## src/rtl/branch_predictor.sv

```systemverilog
// branch_predictor: 2-bit saturating-counter branch direction predictor.
// Define BP_GSHARE_EN to XOR a global history register into the index.
module branch_predictor #(
   parameter int BIT      = 32,
   parameter int IDX_BITS = 6
) (
   input  logic                clk,
   input  logic                rst,
   input  logic [BIT-1:0]      f_pc,
   output logic [IDX_BITS-1:0] f_idx,
   output logic                pred_taken,
   input  logic                ex_valid,
   input  logic                ex_is_br,
   input  logic [IDX_BITS-1:0] ex_idx,
   input  logic                ex_pred_taken,
   input  logic                comp_res,
   output logic                mispredict,
   output logic [31:0]         br_count,
   output logic [31:0]         miss_count
);

   localparam int DEPTH = 1 << IDX_BITS;

   logic [1:0]          tbl [DEPTH];
   logic                upd;
   logic                miss;
   logic [IDX_BITS-1:0] pc_idx;
   logic                unused_pc;

   assign upd       = ex_valid & ex_is_br;
   assign miss      = comp_res ^ ex_pred_taken;
   assign pc_idx    = f_pc[IDX_BITS+1:2];
   assign unused_pc = ^{f_pc[BIT-1:IDX_BITS+2], f_pc[1:0]};

`ifdef BP_GSHARE_EN
   logic [IDX_BITS-1:0] ghr;

   // Shift each resolved outcome into the global history
   always_ff @(posedge clk) begin
      if (rst) begin
         ghr <= '0;
      end else if (upd) begin
         ghr <= {ghr[IDX_BITS-2:0], comp_res};
      end
   end

   assign f_idx = pc_idx ^ ghr;
`else
   assign f_idx = pc_idx;
`endif

   // Prediction reads the pre-update counter; no bypass
   assign pred_taken = tbl[f_idx][1];

   // Train the addressed counter toward the resolved direction
   always_ff @(posedge clk) begin
      if (rst) begin
         for (int i = 0; i < DEPTH; i++) begin
            tbl[i] <= 2'b01;
         end
      end else if (upd) begin
         if (comp_res) begin
            if (tbl[ex_idx] != 2'b11) begin
               tbl[ex_idx] <= tbl[ex_idx] + 2'd1;
            end
         end else begin
            if (tbl[ex_idx] != 2'b00) begin
               tbl[ex_idx] <= tbl[ex_idx] - 2'd1;
            end
         end
      end
   end

   // Statistics and the one-cycle mispredict pulse
   always_ff @(posedge clk) begin
      if (rst) begin
         mispredict <= 1'b0;
         br_count   <= '0;
         miss_count <= '0;
      end else begin
         mispredict <= upd & miss;
         if (upd) begin
            br_count <= br_count + 32'd1;
            if (miss) begin
               miss_count <= miss_count + 32'd1;
            end
         end
      end
   end

endmodule

```

## config.mk

```make
export PLATFORM = sky130hd
export DESIGN_NAME = branch_predictor
export DESIGN_NICKNAME = d
export VERILOG_FILES = /design/src/rtl/branch_predictor.sv
export SDC_FILE = /design/constraint.sdc
export NUM_CORES = 1
export LEC_CHECK = 0
export BUFFER_PORTS_ARGS = -buffer_cell sky130_fd_sc_hd__buf_2
export CAP_MARGIN = 20
export CORE_AREA = 5 5 209 211
export DETAILED_ROUTE_END_ITERATION = 8
export DIE_AREA = 0 0 214 216
export GPL_ROUTABILITY_DRIVEN = 1
export GPL_TIMING_DRIVEN = 0
export SETUP_SLACK_MARGIN = 0.5
export SLEW_MARGIN = 20
export SYNTH_ARGS = -nofsm -noshare
export SYNTH_HDL_FRONTEND = slang
export SYNTH_SLANG_ARGS = --single-unit
```

## constraint.sdc

```tcl
create_clock -name clk -period 5.47 [get_ports clk]
set_input_delay 0 -clock clk [delete_from_list [all_inputs] [get_ports clk]]
set_output_delay 0 -clock clk [all_outputs]
set_load 0.05 [all_outputs]
```

==> flow_summary.json, run 1 <==
{
  "htree_levels": 4,
  "rsz0062_at_grt": "false",
  "wl_per_cell_microns": 22.9,
  "post-place-cells": 1570,
  "overflow": 0,
  "max_slew_margin_pct": 18.1,
  "grt_max_degree": 19,
  "crit_required_ns": 5.63,
  "syn_area_sq_um": 10200,
  "synth-edff-count": 128,
  "ant_nets": 0,
  "vias": 8709,
  "routed_wl_microns": 36900,
  "path_max_fanout": 8,
  "grt_usage_pct": 15.5,
  "cts_sinks": 193,
  "tns_ns": 0,
  "synth_top_family_by_area": "simple AND/OR/NAND/NOR gates",
  "clk_pin_slew_ns": 0.08,
  "peakVddDrop_mv": 0.243,
  "nNetsFinal": 1102,
  "synth_area_leaders": "edfxtp_1 (38%), dfxtp_1 (13%), mux4_2 (6.8%)",
  "critical_path_class": "flip-flop to flip-flop",
  "ys.flop_type": "edfxtp_1",
  "min-delay-path-class": "primary input to flip-flop",
  "io_pins": 116,
  "die_w_microns": 214,
  "grt_pass1_wl_microns": 54400,
  "synth_cell_type_count": 58,
  "muxShareOfSynthArea_pct": 10.2,
  "worstPathArrival_ns": 4.04,
  "grt_pass1_vias": 8478,
  "powerDensity_nw_per_um2": 272,
  "clockBufferDepth": 2,
  "synth_xor_area_share_pct": 4.44,
  "path_cells": "mux2_1 -> a22oi_1 -> nor2_1 -> o31a_1 -> a2111oi_4 -> a21boi_2 -> nor3b_2 -> nand2_1",
  "synth_top_cell_by_area": "edfxtp_1",
  "start_kind": "flip-flop",
  "synth_nets": 990,
  "leakage_nw": 4.01,
  "synth-adder-area-share_pct": 0.244,
  "vias_per_cell": 5.41,
  "fin_cells": 1609,
  "cts_made_buffers": 17,
  "yosys_warnings": 0,
  "dpl.hpwl_microns": 25700,
  "cts_tree": "yes",
  "worstSkewPairLatency_ns": 0.45,
  "end_kind": "flip-flop",
  "die_area_sq_um": 46200,
  "drive_gt1_share_pct": 23.6,
  "finClkSkew_ns": 0.0142,
  "outcome": "complete, no violations",
  "clock-root-buffer": "clkbuf_16",
  "cap_violations": 0,
  "synth_compound_area_share_pct": 10.6,
  "placeableCoreArea_sq_um": 41600,
  "worstMarginPinSlew_ns": 1.22,
  "rows": 75,
  "postSynth.asyncResetShare_pct": 0,
  "area_growth_pct": 17.5,
  "slowest_stage": "nor3b_2",
  "antenna_found_initial": 3,
  "ys_ff_latch": 193,
  "netlist.area_leader.share_pct": 37.5,
  "die_h_microns": 216,
  "drc": 0,
  "dr.pass1.iters": 6,
  "drv_slew": 0,
  "start_util_pct": 24.7,
  "synth-simple-area-share_pct": 19.8,
  "syn_inst": 944,
  "min_period_ns": 3.87,
  "portBuffers": 87,
  "finalHoldViolations": 0,
  "gp_congestion": 1.01,
  "synth_seq_area_share_pct": 50.2,
  "avgSynthCellArea_sq_um": 10.9,
  "cp_slowest_stage_delay_ns": 1.08,
  "setup_viol": 0,
  "finalCritPeriodShare_pct": 70.8,
  "drt_iter0_markers": 1138,
  "max_freq_ghz": 0.258
}
final timing paths:
path	cells past startpoint	end	startpoint	slack, ns
worst max register to register	8	tbl[49][0]$_SDFFCE_PN1P_	tbl[11][1]$_SDFFCE_PN0P_	1.60
worst min-delay path	4	tbl[4][1]$_SDFFCE_PN0P_	rst	0.21
worst max-delay path	8	tbl[49][0]$_SDFFCE_PN1P_	tbl[11][1]$_SDFFCE_PN0P_	1.60
worst min register to register	2	br_count[1]$_SDFFE_PP0P_	br_count[1]$_SDFFE_PP0P_	0.50
per-layer routing:
| metal | track usage [%] | vias to the layer above | part of all wire, % |
|---|---|---|---|
| met4 | 6.14 | 6 | 3.9 |
| met5 | 0 | - | 0.097 |
| met1 | 20.6 | 4171 | 40 |
| li1 | - | 3778 | - |
| met3 | 6.29 | 116 | 15 |
| met2 | 22.4 | 638 | 42 |
cells by family after synthesis:
| kind of cell | count (synthesis) |
|---|---|
| buffers and inverters | 96 |
| XOR/XNOR | 52 |
| multiplexers | 64 |
| AND/OR/NAND/NOR | 398 |
| adder cells (fa/ha/maj) | 2 |
| flip-flops | 193 |
| AO/OA/AOI/OAI | 139 |
cell usage in the layout (no fill, tap or decap), types with 11 or more instances in the layout:
| cell | Yosys | final |
|---|---|---|
| a41o_1 | 24 | 24 |
| nor3_1 | 20 | 19 |
| a21oi_1 | 24 | 24 |
| nor2_1 | 78 | 76 |
| clkbuf_16 | 0 | 17 |
| o21ai_0 | 17 | 17 |
| dfxtp_1 | 65 | 65 |
| or3_1 | 13 | 13 |
| mux4_2 | 31 | 31 |
| xnor2_1 | 13 | 13 |
| buf_4 | 13 | 13 |
| xor2_1 | 39 | 39 |
| and3_1 | 11 | 11 |
| a31o_2 | 35 | 35 |
| nand3_1 | 37 | 37 |
| edfxtp_1 | 128 | 128 |
| nand2_1 | 129 | 129 |
| nor4_1 | 49 | 49 |
| clkbuf_1 | 51 | 51 |
| nand4_1 | 13 | 13 |
| buf_2 | 16 | 103 |
| mux2i_1 | 22 | 22 |
what timing repair did:
action,in CTS,in global routing
hold buffers,6,0
gates resized for setup,0,0
setup endpoints to repair,0,0
buffers inserted,0,0
endpoints found under the hold margin,3,0
cell usage after synthesis, types with 5 or more instances:
library cell  instances
buf_1                 5
or3_1                13
nor2_1               78
and3b_1               5
dfxtp_1              65
a21oi_1              24
a31o_2               35
mux2_2                8
o21ai_0              17
edfxtp_1            128
and3_1               11
nor3_2                6
nor2b_1               6
mux2i_1              22
xnor2_1              13
mux4_2               31
nand3_1              37
buf_2                16
nand4_1              13
xor2_1               39
buf_4                13
nor4_1               49
a31o_1                5
buf_6                 5
nand2_1             129
inv_1                 5
clkbuf_1             51
a41o_1               24
a22oi_1               8
and2_1                5
nor3_1               20
worst max-delay path, delay by kind of cell (launching register included):
family           cells  cell delay [ns]
multiplexers         1             0.31
AO/OA/AOI/OAI        4             1.58
AND/OR/NAND/NOR      3             1.26
flip-flops           1             0.44
power breakdown:
group	switching [W]	internal [W]
Combinational	0.000296	0.000128
Clock	0.000623	0.000642
Sequential	0.0000139	0.00157
area by class of cell:
cell class	count	area [sq um]
buffer	90	445
clock buffer	17	425
tap	539	674
sequential	193	5140
antenna	1	2.50
multi-input combinational	655	4680
clock inverter	15	146
inverter	6	22.5
fill	4297	29500
timing repair buffer	93	495
state kept, by name, summed over array words and instances, names as in the netlist:
name / count
br_count: 32
mispredict: 1
miss_count: 32
tbl: 128
per-stage QoR:
step	setup slack, ns	hold slack [ns]	utilization (%)	power (W)	cell area (sq um)
floorplan	2.77	0.154	-	0.00187	10200
global placement	1.54	0.285	27.3	0.00201	11400
detailed placement	1.49	0.303	27.4	0.00202	11400
CTS	1.76	0.164	28.9	0.00326	12000
global route	1.63	0.233	29.0	0.00336	12000
finish	1.60	0.212	29.0	0.00327	12000
Note: power is estimated with default switching activity, not from simulation.
==> run 2, diff against run 1 <==
- clock period: 5.47 -> 4 ns (I/O delays scaled with it)
==> flow_summary.json, run 2 (same netlist as run 1, synthesis figures left out) <==
{
  "max_slew_margin_pct": 22.4,
  "worstPathArrival_ns": 3.73,
  "worstMarginPinSlew_ns": 1.16,
  "finalHoldViolations": 0,
  "start_kind": "primary input",
  "rsz0062_at_grt": "true",
  "drv_slew": 0,
  "clk_pin_slew_ns": 0.08,
  "nNetsFinal": 1107,
  "max_freq_ghz": 0.279,
  "portBuffers": 87,
  "die_area_sq_um": 46200,
  "min-delay-path-class": "primary input to flip-flop",
  "drc": 0,
  "largest_register_ffs": 128,
  "routed_wl_microns": 37000,
  "finClkSkew_ns": 0.0114,
  "drive_gt1_share_pct": 24.2,
  "gp_congestion": 1.01,
  "cap_violations": 0,
  "clockBufferDepth": 2,
  "diodes": 0,
  "fin_cells": 1613,
  "worstSkewPairLatency_ns": 0.44,
  "powerDensity_nw_per_um2": 369,
  "dr.pass1.iters": 7,
  "peakVddDrop_mv": 0.322,
  "end_kind": "flip-flop",
  "grt_pass1_vias": 8520,
  "top_regs": "tbl: 128 flops, br_count: 32 flops, miss_count: 32 flops",
  "outcome": "complete, no violations",
  "overflow": 0,
  "cts_sinks": 193,
  "grt_pass1_wl_microns": 54300,
  "leakage_nw": 4.05,
  "antenna_found_initial": 4,
  "finalCritPeriodShare_pct": 89.7,
  "die_w_microns": 214,
  "area_growth_pct": 18.1,
  "largest-register": "tbl",
  "clock-root-buffer": "clkbuf_16",
  "dpl.hpwl_microns": 25700,
  "placeableCoreArea_sq_um": 41600,
  "ant_nets": 0,
  "setup_viol": 0,
  "fin_area_sq_um": 12100,
  "io_pins": 116,
  "place_area_sq_um": 11400,
  "drt_iter0_markers": 1115,
  "tns_ns": 0,
  "critical_path_class": "primary input to flip-flop",
  "setup_slack_ns": 0.411,
  "start_util_pct": 24.7,
  "vias": 8752,
  "pre_cts_slack_ns": 0.0226,
  "grt_max_degree": 19,
  "cts_tree": "yes",
  "min_period_ns": 3.59,
  "final_cell_mix": "nand2_1 (129), edfxtp_1 (128), buf_2 (102), nor2_1 (76), dfxtp_1 (65)",
  "post-place-cells": 1570,
  "grt_usage_pct": 15.5,
  "htree_levels": 4,
  "rows": 75,
  "cts_made_buffers": 17,
  "die_h_microns": 216,
  "path_max_fanout": 10,
  "crit_required_ns": 4.14,
  "final_common_cell": "nand2_1",
  "wl_per_cell_microns": 22.9,
  "vias_per_cell": 5.43
}
## run 2: cell types whose count changed in the layout (fill, tap and decap cells not counted), sizes merged
cell | previous run | this run
clkbuf | 69 | 70
buf | 125 | 129
diode | 1 | 0
## run 2: what timing repair did
action                                  CTS  global route
hold buffers                              6             0
endpoints found under the setup margin   55           176
pin swaps                                 3             3
buffers inserted                          4             1
hold endpoints to repair                  3             0
resized for setup                         3             3
## run 2: metal layers
layer,GRT usage [%],wire [microns]
met1,20.4,14600
met2,22.3,15200
met3,6.57,5430
met4,6.57,1690
met5,0,48
## run 2: area by class of cell
type                       count  area [sq um]
tap                          539           674
clock buffer                  17           425
inverter                       6          22.5
clock inverter                15           146
fill                        4289         29500
timing repair buffer          98           546
sequential                   193          5140
multi-input combinational    655          4690
buffer                        90           452
## run 2: through the flow
step	hold WS, ns	util (%)	power (W)
final	0.211	29.1	0.00447
after global routing	0.233	29.1	0.00459
after CTS	0.164	29.0	0.00446
after detailed placement	0.303	27.4	0.00276
after global placement	0.285	27.3	0.00275
after floorplan	0.154	-	0.00256
## run 2: power breakdown
group | switching (W) | internal [W] | leakage, nW
Sequential | 0.0000189 | 0.00214 | 1.63
Clock | 0.000846 | 0.000878 | 0.275
Combinational | 0.000405 | 0.000177 | 2.15
Total | 0.00127 | 0.00320 | 4.05
## run 2: final timing paths
check,start,to,slack [ns],cells after the start
worst max-delay path,ex_idx[1],tbl[54][1]$_SDFFCE_PN0P_,0.41,12
worst min register to register,br_count[1]$_SDFFE_PP0P_,br_count[1]$_SDFFE_PP0P_,0.50,2
worst min-delay path,rst,tbl[4][1]$_SDFFCE_PN0P_,0.21,4
worst max register to register,tbl[11][1]$_SDFFCE_PN0P_,tbl[54][1]$_SDFFCE_PN0P_,0.45,9
## run 2: worst max-delay path, stage by stage
cell,delay (ns)
buf_2,0.11
buf_2,0.39
nor2b_1,0.50
clkbuf_1,0.57
nand2_1,0.11
nand4_1,0.14
o21ai_0,0.18
nor4_4,0.44
a21oi_1,0.15
o2bb2ai_2,0.45
buf_2,0.35
a41o_1,0.32
==> run 3, diff against run 2 <==
- SETUP_SLACK_MARGIN: 0.5 -> 0.4
- SLEW_MARGIN: 20 -> unset
==> flow_summary.json, run 3 (same netlist as run 1, synthesis figures left out) <==
{
  "outcome": "complete, no violations",
  "drive_gt1_share_pct": 24.3,
  "routed_wl_microns": 36800,
  "cap_violations": 0,
  "rows": 75,
  "min_period_ns": 3.77,
  "grt_usage_pct": 15.6,
  "dpl.hpwl_microns": 26100,
  "path_max_fanout": 10,
  "nNetsFinal": 1112,
  "setup_slack_ns": 0.234,
  "grt_max_degree": 20,
  "start_util_pct": 24.7,
  "final_cell_mix": "nand2_1 (129), edfxtp_1 (128), buf_2 (104), nor2_1 (78), dfxtp_1 (65)",
  "area_growth_pct": 18.7,
  "die_h_microns": 216,
  "pre_cts_slack_ns": 0.0211,
  "final_common_cell": "nand2_1",
  "cts_tree": "yes",
  "rsz0062_at_grt": "true",
  "largest_register_ffs": 128,
  "wl_per_cell_microns": 22.7,
  "dr.pass1.iters": 7,
  "placeableCoreArea_sq_um": 41600,
  "start_kind": "primary input",
  "crit_required_ns": 4.16,
  "htree_levels": 4,
  "worstMarginPinSlew_ns": 1.14,
  "finalCritPeriodShare_pct": 94.2,
  "drc": 0,
  "io_pins": 116,
  "leakage_nw": 4.11,
  "portBuffers": 87,
  "clockBufferDepth": 2,
  "worstSkewPairLatency_ns": 0.46,
  "min-delay-path-class": "primary input to flip-flop",
  "gp_congestion": 1.01,
  "clock-root-buffer": "clkbuf_16",
  "antenna_found_initial": 0,
  "die_area_sq_um": 46200,
  "drt_iter0_markers": 1042,
  "vias": 8717,
  "top_regs": "tbl: 128 flops, br_count: 32 flops, miss_count: 32 flops",
  "setup_viol": 0,
  "max_slew_margin_pct": 23.5,
  "max_freq_ghz": 0.266,
  "cts_sinks": 193,
  "clk_pin_slew_ns": 0.08,
  "cts_made_buffers": 17,
  "powerDensity_nw_per_um2": 376,
  "peakVddDrop_mv": 0.304,
  "vias_per_cell": 5.38,
  "hold_ws_ns": 0.0213,
  "tns_ns": 0,
  "grt_pass1_wl_microns": 55000,
  "end_kind": "flip-flop",
  "overflow": 0,
  "grt_pass1_vias": 8689,
  "finClkSkew_ns": 0.0184,
  "largest-register": "tbl",
  "worstPathArrival_ns": 3.93,
  "drv_slew": 0,
  "finalHoldViolations": 0,
  "critical_path_class": "primary input to flip-flop",
  "ant_nets": 0,
  "die_w_microns": 214
}
-- run 3: changes by cell type in the layout (fill, tap and decap cells not counted), sizes merged --
cell         before  now
inv              12   14
clkbuf           70   69
bufinv            1    2
diode             0    1
buf             129  136
clkinvlp          3    0
dlygate4sd3       6    5
-- run 3: what timing repair did --
item	CTS	global route
endpoints found under the setup margin	6	94
hold buffers	5	0
hold endpoints to repair	3	0
cloned	0	0
pin swaps	0	1
gates resized for setup	2	6
setup buffers	0	1
-- run 3: worst max-delay path, cell delays in order --
cell	delay (ns)
buf_2	0.11
buf_2	0.40
nor2b_1	0.54
clkbuf_1	0.61
nand2_1	0.11
nand4_1	0.15
o21ai_0	0.19
nor4_4	0.46
a21oi_1	0.14
o2bb2ai_2	0.45
buf_2	0.46
a31o_1	0.27
-- run 3: cell type report --
cell class	instances	area, sq um
Fill cell	4287	29400
Clock buffer	17	425
Multi-Input combinational cell	655	4640
Inverter	6	22.5
Tap cell	539	674
Timing Repair Buffer	103	609
Buffer	90	449
Antenna cell	1	2.50
Clock inverter	15	191
Sequential cell	193	5140
-- run 3: path summary, 6_finish.rpt --
| path | start | endpoint | slack [ns] | cells after the start |
|---|---|---|---|---|
| worst min register to register | br_count[1]$_SDFFE_PP0P_ | br_count[1]$_SDFFE_PP0P_ | 0.50 | 2 |
| worst max-delay path | ex_idx[1] | tbl[36][1]$_SDFFCE_PN0P_ | 0.23 | 12 |
| worst max register to register | tbl[11][1]$_SDFFCE_PN0P_ | tbl[36][1]$_SDFFCE_PN0P_ | 0.28 | 9 |
| worst min-delay path | ex_is_br | br_count[6]$_SDFFE_PP0P_ | 0.02 | 4 |
-- run 3: metrics by stage --
step / util (%) / cell area [sq um] / power (W) / std cells
floorplan: - / 10200 / 0.00256 / 944
global placement: 27.3 / 11400 / 0.00275 / 1570
detailed placement: 27.5 / 11400 / 0.00275 / 1575
CTS: 29.1 / 12100 / 0.00456 / 1612
global route: 29.3 / 12200 / 0.00470 / 1618
finish: 29.3 / 12200 / 0.00457 / 1619
-- run 3: routing by layer --
metal / GRT usage [%] / vias up / wire [microns]
li1: - / 3801 / -
met1: 20.7 / 4123 / 14600
met2: 22.6 / 660 / 15100
met3: 6.28 / 133 / 5420
met4: 6.18 / 0 / 1710
met5: 0 / - / 0
-- run 3: power breakdown --
group | switching, W | total, W | internal (W)
clock | 0.000868 | 0.00183 | 0.000958
combinational | 0.000405 | 0.000583 | 0.000179
sequential | 0.0000185 | 0.00216 | 0.00214
total | 0.00129 | 0.00457 | 0.00328
